File: config.mk
export PLATFORM = sky130hd
export DESIGN_NAME = clk_div_monitor
export DESIGN_NICKNAME = d
export VERILOG_FILES = /design/src/rtl/clk_div_monitor.sv
export SDC_FILE = /design/constraint.sdc
export NUM_CORES = 1
export LEC_CHECK = 0
export ABC_CLOCK_PERIOD_IN_PS = 2810
export CAP_MARGIN = 10
export CELL_PAD_IN_SITES_DETAIL_PLACEMENT = 1
export CELL_PAD_IN_SITES_GLOBAL_PLACEMENT = 1
export CORE_UTILIZATION = 44
export DETAILED_ROUTE_END_ITERATION = 10
export HOLD_SLACK_MARGIN = 0.1
export PLACE_DENSITY_LB_ADDON = 0.1
export SYNTH_ARGS = -nofsm -noshare
export SYNTH_HDL_FRONTEND = slang
export SYNTH_SLANG_ARGS = --single-unit
File: constraint.sdc
create_clock -name clk -period 2.81 [get_ports clk]
set_clock_uncertainty 0.15 [all_clocks]
set_input_delay 0.281 -clock clk [delete_from_list [all_inputs] [get_ports clk]]
set_output_delay 0.281 -clock clk [all_outputs]
set_load 0.05 [all_outputs]
File: src/rtl/clk_div_monitor.sv
// clk_div_monitor: watches a divided clock from the source clock domain and
// checks its period and high time against the expected ratio N. It raises
// error pulses when a period is wrong, and it raises a lock level after a
// run of good periods.
module clk_div_monitor #(
  parameter int N           = 3,
  parameter int SYNC_STAGES = 2,
  parameter int LOCK_COUNT  = 4,
  parameter int CNT_W       = 8
) (
  input  logic             clk,
  input  logic             rst,
  input  logic             enable,
  input  logic             div_clk_in,
  output logic             meas_valid,
  output logic [CNT_W-1:0] period_cnt,
  output logic [CNT_W-1:0] high_cnt,
  output logic             err_period,
  output logic             err_duty,
  output logic             locked
);

  localparam int RUN_W = $clog2(LOCK_COUNT + 1);

  localparam logic [CNT_W-1:0] CNT_MAX = '1;
  localparam logic [CNT_W-1:0] CNT_ONE = CNT_W'(1);
  localparam logic [CNT_W-1:0] N_VAL   = CNT_W'(N);
  localparam logic [CNT_W-1:0] TIMEOUT = CNT_W'(2 * N);
  localparam logic [CNT_W-1:0] HI_MIN  = CNT_W'(N / 2);
  localparam logic [CNT_W-1:0] HI_MAX  = CNT_W'((N + 1) / 2);
  localparam logic [RUN_W-1:0] RUN_MAX = RUN_W'(LOCK_COUNT);
  localparam logic [RUN_W-1:0] RUN_ONE = RUN_W'(1);

  typedef enum logic [1:0] {
    IDLE,
    ARM,
    MEASURE
  } state_t;

  state_t state, state_next;

  logic [SYNC_STAGES-1:0] sync_q;
  logic                   s;
  logic                   s_d;
  logic                   rise;

  logic [CNT_W-1:0] cyc, cyc_next;
  logic [CNT_W-1:0] hi, hi_next;
  logic [CNT_W-1:0] cyc_inc, hi_inc;
  logic [CNT_W-1:0] period_next, high_next;
  logic [RUN_W-1:0] run, run_next;
  logic             mv_next, ep_next, ed_next, lk_next;
  logic             timeout, good_len, good_duty;

  assign s    = sync_q[SYNC_STAGES-1];
  assign rise = s & ~s_d;

  // cyc doubles as the timeout timer in ARM; both counters saturate
  assign cyc_inc   = (cyc == CNT_MAX) ? cyc : cyc + CNT_ONE;
  assign hi_inc    = (s && (hi != CNT_MAX)) ? hi + CNT_ONE : hi;
  assign timeout   = (cyc >= TIMEOUT);
  assign good_len  = (cyc == N_VAL);
  assign good_duty = (hi >= HI_MIN) && (hi <= HI_MAX);

  // Synchronizer chain for the asynchronous divided clock, plus one delay flop for edge detect
  always_ff @(posedge clk or posedge rst) begin
    if (rst) begin
      sync_q <= '0;
      s_d    <= 1'b0;
    end else begin
      sync_q <= {sync_q[SYNC_STAGES-2:0], div_clk_in};
      s_d    <= s;
    end
  end

  // State register
  always_ff @(posedge clk or posedge rst) begin
    if (rst) begin
      state <= IDLE;
    end else begin
      state <= state_next;
    end
  end

  // Next-state and next-value logic; a rise always beats a coinciding timeout
  always_comb begin
    state_next  = state;
    cyc_next    = cyc;
    hi_next     = hi;
    period_next = period_cnt;
    high_next   = high_cnt;
    run_next    = run;
    mv_next     = 1'b0;
    ep_next     = 1'b0;
    ed_next     = 1'b0;
    lk_next     = locked;

    if (!enable) begin
      state_next = IDLE;
      cyc_next   = '0;
      hi_next    = '0;
      run_next   = '0;
      lk_next    = 1'b0;
    end else begin
      case (state)
        IDLE: begin
          state_next = ARM;
          cyc_next   = CNT_ONE;
          hi_next    = '0;
        end
        ARM: begin
          if (rise) begin
            state_next = MEASURE;
            cyc_next   = CNT_ONE;
            hi_next    = {{(CNT_W-1){1'b0}}, s};
          end else if (timeout) begin
            ep_next  = 1'b1;
            run_next = '0;
            lk_next  = 1'b0;
            cyc_next = CNT_ONE;
          end else begin
            cyc_next = cyc_inc;
          end
        end
        MEASURE: begin
          if (rise) begin
            mv_next     = 1'b1;
            period_next = cyc;
            high_next   = hi;
            cyc_next    = CNT_ONE;
            hi_next     = CNT_ONE;
            if (!good_len) begin
              ep_next  = 1'b1;
              run_next = '0;
              lk_next  = 1'b0;
            end else if (!good_duty) begin
              ed_next  = 1'b1;
              run_next = '0;
              lk_next  = 1'b0;
            end else begin
              run_next = (run == RUN_MAX) ? run : run + RUN_ONE;
              lk_next  = (run_next == RUN_MAX);
            end
          end else if (timeout) begin
            state_next = ARM;
            ep_next    = 1'b1;
            run_next   = '0;
            lk_next    = 1'b0;
            cyc_next   = CNT_ONE;
            hi_next    = '0;
          end else begin
            cyc_next = cyc_inc;
            hi_next  = hi_inc;
          end
        end
        default: begin
          state_next = IDLE;
        end
      endcase
    end
  end

  // Measurement counters, run counter and registered outputs; reset drops locked immediately
  always_ff @(posedge clk or posedge rst) begin
    if (rst) begin
      cyc        <= '0;
      hi         <= '0;
      run        <= '0;
      period_cnt <= '0;
      high_cnt   <= '0;
      meas_valid <= 1'b0;
      err_period <= 1'b0;
      err_duty   <= 1'b0;
      locked     <= 1'b0;
    end else begin
      cyc        <= cyc_next;
      hi         <= hi_next;
      run        <= run_next;
      period_cnt <= period_next;
      high_cnt   <= high_next;
      meas_valid <= mv_next;
      err_period <= ep_next;
      err_duty   <= ed_next;
      locked     <= lk_next;
    end
  end

endmodule
==> out/results.ini, run 1 <==
[synth]
synthMostInstantiatedCell = nand2_1
syn_area_sq_mm = 0.002355
netlist.area_leader.share = 0.4676
syn_nets = 254
syn_inst = 239
synth-edff-count = 0
yosysWarnings = 0
ys_ff_latch = 44
synth_area_leader_cell = dfrtp_1
synth_common_cells = nand2_1 (47), dfrtp_1 (44), nor2_1 (18)
synth.distinct_cells = 55
syn_avg_cell_area_sq_um = 9.853
ys_async_sr_fraction = 1.000
seq_area_frac_synth = 0.4676
synth_area_leaders = dfrtp_1 (47%), nand2_1 (7.5%), ha_1 (5.8%), nor2_1 (2.9%), o21ai_0 (2.6%)
synthFlopType = dfrtp_1

[routing]
final_antenna_net_count = 0
vias = 1813
first_pass_iters = 4
drc = 0
viasPerCell = 5.428
avgRoutedWirePerCell_microns = 15.20
totalWireLength_mm = 5.077
drt_iter0_drc = 62

[cts]
clk_pin_slew_ns = 0.08
root_buffer = clkbuf_8
cts_buffers = 5
clk_path_buf_depth = 2
htree_levels = 2
hold_buffers = 0
post_cts_buffers = 0
cts_tree = done
clk_latency_ns = 0.30
ctsResizeCount = 0
cts.sinks = 44

[floorplanning]
io_pins = 24
dieArea_sq_mm = 0.005648
core_sq_mm = 0.005140
die_width_microns = 75.16
die_h_microns = 75.16
start_util = 0.4581
rows = 26

[sta]
finalMaxSlewViolations = 0
max_freq_ghz = 0.4459
timing_hold_violations_final = 0
period_share = 0.7980
worstMarginPinSlew_ns = 0.5411
setup_viol = 0
rsz0062_at_grt = no
tns_ns = 0
period_needed_ns = 2.243
relSlewSlack = 0.6393

[cells_and_area]
ff_latch_area_sq_mm = 0.001101
diodes = 0
fillers = 600
finish.instance_area_sq_mm = 0.002783
finalNetCount = 279
area_growth_pct = 18.17
drive_above_1_share = 0.1174
multi_input_area_sq_mm = 0.001152

[critical_path]
timing_worst_setup_path_type = flip-flop to flip-flop
cp-start-kind = flip-flop
r2r_start = state[0]
worst-r2r-setup-slack_ns = 0.57
startpoint = state[0]
critPathMaxFanout = 7
crit_arrival_ns = 2.26
crit_required_ns = 2.83
r2r_cells = 7
end_kind = flip-flop
r2r-end = cyc[5]

[global_routing]
grt_max_degree = 45
antenna_found_initial = 0
grtUsageTotal = 0.2111
grt_overflow_total = 0
grt_pass1_vias = 1736
grt_pass1_wl_mm = 8.783

[place]
dpl_cell_area_sq_mm = 0.002654
dp_hpwl_mm = 3.809
place_congestion = 0.8144
io_buffers = 23

[pwr]
power_leakage_nw = 1.248
peakVddDrop_v = 0.0003379
power_density_mw_per_mm2 = 597.5

[min_path]
hold_depth = 0
hp-class = flip-flop to flip-flop
min_from = sync_q[0]
worstHoldEndpoint = sync_q[1]

[outcome]
outcome = finished, final reports clean

[job]
maxCapViolations = 0

[worst max path at each step]
| stage | end | slack, ns |
|---|---|---|
| 6_report | cyc[5] | 0.57 |
| 5_1_grt | cyc[5] | 0.39 |
| 4_1_cts | cyc[5] | 0.57 |
| 3_5_place_dp | cyc[5] | 0.41 |
| 3_3_place_gp | cyc[5] | 0.46 |
| 2_1_floorplan | cyc[5] | 0.81 |
[state kept, by name, indices dropped and copies added (netlist names), 2 cells and up]
| name | cells |
|---|---|
| cyc | 8 |
| hi | 8 |
| high_cnt | 8 |
| period_cnt | 8 |
| run | 3 |
| state | 2 |
| sync_q | 2 |
[critical path, stage by stage, from the launching register on]
cell	delay, ns
dfrtp_1	0.36
inv_1	0.08
ha_1	0.42
nor3b_1	0.44
a41oi_1	0.15
and3_1	0.26
a41oi_1	0.21
nor2_1	0.06
[power breakdown]
| group | switching, mW | internal, mW |
|---|---|---|
| clock network | 0.212 | 0.350 |
| registers | 0.0323 | 0.662 |
| logic | 0.262 | 0.145 |
[per-layer routing]
metal / routed length (microns) / up-vias / track usage / share of wire
li1: - / 890 / - / -
met1: 2502 / 884 / 0.2996 / 0.49
met2: 2335 / 31 / 0.3183 / 0.46
met3: 121 / 8 / 0.03882 / 0.024
met4: 118 / 0 / 0.08848 / 0.023
met5: 0 / - / 0 / 0
[area by class of cell]
| class | count | share of cell area |
|---|---|---|
| multi-input cells | 172 | 0.4141 |
| flip-flops and latches | 44 | 0.3957 |
| repair buffers | 27 | 0.09353 |
| well taps | 70 | 0.03147 |
| clock buffers | 5 | 0.02473 |
| clock inverters | 2 | 0.02158 |
| inverters | 14 | 0.01888 |
[cell families (layout without fill, tap and decap cells)]
kind of cell | after synthesis | count (layout) | synth area share
AOI/OAI and AO/OA | 55 | 55 | 0.1870
xor gates and xnor gates | 2 | 2 | 0.007440
buffers and inverters | 23 | 48 | 0.04304
muxes | 2 | 2 | 0.008502
adders and majority gates | 11 | 11 | 0.05845
DFF | 44 | 44 | 0.4676
and+or+nand+nor | 102 | 102 | 0.2279
[layout by cell type, fill, tap and decap left out, types with 4 or more instances in the layout]
cell / count
nand2_1: 47
a31oi_1: 4
inv_1: 12
ha_1: 11
a21o_1: 4
o21ai_0: 12
a21oi_1: 6
clkdlybuf4s50_1: 23
nand3_1: 9
dfrtp_1: 44
nor2_1: 18
clkbuf_8: 5
buf_4: 4
[metrics by stage]
stage | setup WS [ns] | cells | total power [mW] | hold WS (ns) | util
2_1_floorplan | 0.8058 | 239 | 1.015 | 0.1624 | -
3_3_place_gp | 0.4620 | 327 | 1.106 | 0.1841 | 0.5163
3_5_place_dp | 0.4143 | 327 | 1.115 | 0.1934 | 0.5163
4_1_cts | 0.5723 | 334 | 1.683 | 0.2132 | 0.5414
5_1_grt | 0.3906 | 334 | 1.750 | 0.2169 | 0.5414
6_report | 0.5675 | 334 | 1.663 | 0.2086 | 0.5414
Power figures use the tool's default switching activity.
==> inputs of run 2 (changes only) <==
--- a/config.mk
+++ b/config.mk
@@ -5,7 +5,7 @@
 export SDC_FILE = /design/constraint.sdc
 export NUM_CORES = 1
 export LEC_CHECK = 0
-export ABC_CLOCK_PERIOD_IN_PS = 2810
+export ABC_CLOCK_PERIOD_IN_PS = 2300
 export CAP_MARGIN = 10
 export CELL_PAD_IN_SITES_DETAIL_PLACEMENT = 1
 export CELL_PAD_IN_SITES_GLOBAL_PLACEMENT = 1
==> constraint.sdc (replaced) <==
create_clock -name clk -period 2.3 [get_ports clk]
set_clock_uncertainty 0.15 [all_clocks]
set_input_delay 0.23 -clock clk [delete_from_list [all_inputs] [get_ports clk]]
set_output_delay 0.23 -clock clk [all_outputs]
set_load 0.05 [all_outputs]
==> out/results.ini, run 2 (synthesis results as in run 1) <==
[outcome]
outcome = finished, final reports clean

[pwr]
p_seq_frac = 0.432
combinationalPowerShare = 0.270
pwr-share-clk = 0.298
p_int_mw = 1.339
peakVddDrop_v = 0.0004231
power_density_mw_per_mm2 = 696.8
swShare = 0.3185
power_leakage_nw = 1.273
p_sw_mw = 0.6257

[critical_path]
cp.depth = 6
timing_worst_setup_path_type = flip-flop to flip-flop
end_kind = flip-flop
critPathMaxStageDelay_ns = 0.45
critPathSlowestCell = dfrtp_1
crit_required_ns = 2.35
r2r_cells = 6
cp-start-kind = flip-flop
crit_chain = ha_1 > nand3_2 > o31a_1 > o31ai_4 > a211oi_1 > a21o_1
path_delay_family = compound AO/OA/AOI/OAI gates
crit_buf_inv = 0
critPathMaxFanout = 6
crit_arrival_ns = 2.14

[cts]
clk_path_buf_depth = 2
ctsResizeCount = 0
htree_levels = 2
post_cts_buffers = 0
hold_buffers = 0
cts.sinks = 44
root_buffer = clkbuf_8
clk_pin_slew_ns = 0.09
cts_buffers = 5
cts_tree = done
clk_latency_ns = 0.30

[cells_and_area]
area_growth_pct = 19.71
multi_input_area_sq_mm = 0.001152
final_common_cell = nand2_1
fillers = 609
drive_above_1_share = 0.1365
layout_common_cells = nand2_1 (47), dfrtp_1 (44), clkdlybuf4s50_1 (23)
diodes = 0
finalNetCount = 285
ff_latch_area_sq_mm = 0.001101
finalNonFillerCells = 341

[sta]
setup_viol = 0
relSlewSlack = 0.5474
worst_slack_ns = 0.2119
hold-worst-slack_ns = 0.1066
tns_ns = 0
period_needed_ns = 2.088
max_freq_ghz = 0.4789
timing_hold_violations_final = 0
period_share = 0.9079
rsz0062_at_grt = no
finalMaxSlewViolations = 0
worstMarginPinSlew_ns = 0.6747

[place]
place_congestion = 0.8155
io_buffers = 23
pre_cts_ws_ns = 0.08640
dp_hpwl_mm = 4.207
dpl.cell_count = 333

[routing]
final_antenna_net_count = 0
vias = 1842
viasPerCell = 5.402
totalWireLength_mm = 5.414
drc = 0
avgRoutedWirePerCell_microns = 15.88
first_pass_iters = 4
drt_iter0_drc = 57

[global_routing]
grt_max_degree = 29
grt_pass1_vias = 1796
grtUsageTotal = 0.2108
antenna_found_initial = 0
grt_overflow_total = 0
grt_pass1_wl_mm = 8.825

[job]
maxCapViolations = 0

[floorplanning]
dieArea_sq_mm = 0.005648
io_pins = 24
rows = 26
start_util = 0.4581
core_sq_mm = 0.005140
die_width_microns = 75.16
die_h_microns = 75.16

[min_path]
hp-class = primary input to async pin

run 2: final timing paths:
| path | from | slack (ns) | end |
|---|---|---|---|
| worst max-delay path | hi[0] | 0.21 | hi[0] |
| worst max register to register | hi[0] | 0.21 | hi[0] |
| worst min-delay path | rst | 0.11 | hi[3] |
| worst min register to register | sync_q[0] | 0.22 | sync_q[1] |
| min in group clk | div_clk_in | 0.21 | sync_q[0] |
| max in group asynchronous | rst | 1.37 | period_cnt[0] |
run 2: per-stage QoR:
step             util  cell area, sq um  power [mW]
6_report       0.5484              2819       1.964
5_1_grt        0.5484              2819       2.066
4_1_cts        0.5484              2819       1.985
3_5_place_dp   0.5275              2711       1.394
3_3_place_gp   0.5275              2711       1.386
2_1_floorplan       -              2355       1.241
run 2: worst reg2reg max path, stage by stage, from the launching register on:
cell and delay (ns):
dfrtp_1 0.45, ha_1 0.28, nand3_2 0.11, o31a_1 0.38, o31ai_4 0.36, a211oi_1 0.09
a21o_1 0.16
run 2: cell type report:
class / count / share of cell area
clock buffer: 6 / 0.02574
multi-input combinational: 172 / 0.4088
inverter: 14 / 0.01864
clock inverter: 2 / 0.01243
sequential: 44 / 0.3906
timing repair buffer: 33 / 0.1127
tap: 70 / 0.03107
run 2: power groups by stage:
| stage | clock [mW] | combinational (mW) | sequential, mW |
|---|---|---|---|
| floorplan | 0 | 0.364 | 0.877 |
| global placement | 0 | 0.526 | 0.860 |
| detailed placement | 0 | 0.531 | 0.864 |
| CTS | 0.604 | 0.533 | 0.848 |
| global route | 0.624 | 0.586 | 0.855 |
| finish | 0.586 | 0.531 | 0.848 |
run 2: metal layers:
layer | track usage | share of wire | vias up
li1 | - | - | 894
met1 | 0.2866 | 0.48 | 914
met2 | 0.3564 | 0.48 | 30
met3 | 0.03614 | 0.030 | 4
met4 | 0.04321 | 0.0085 | 0
met5 | 0 | 0 | -
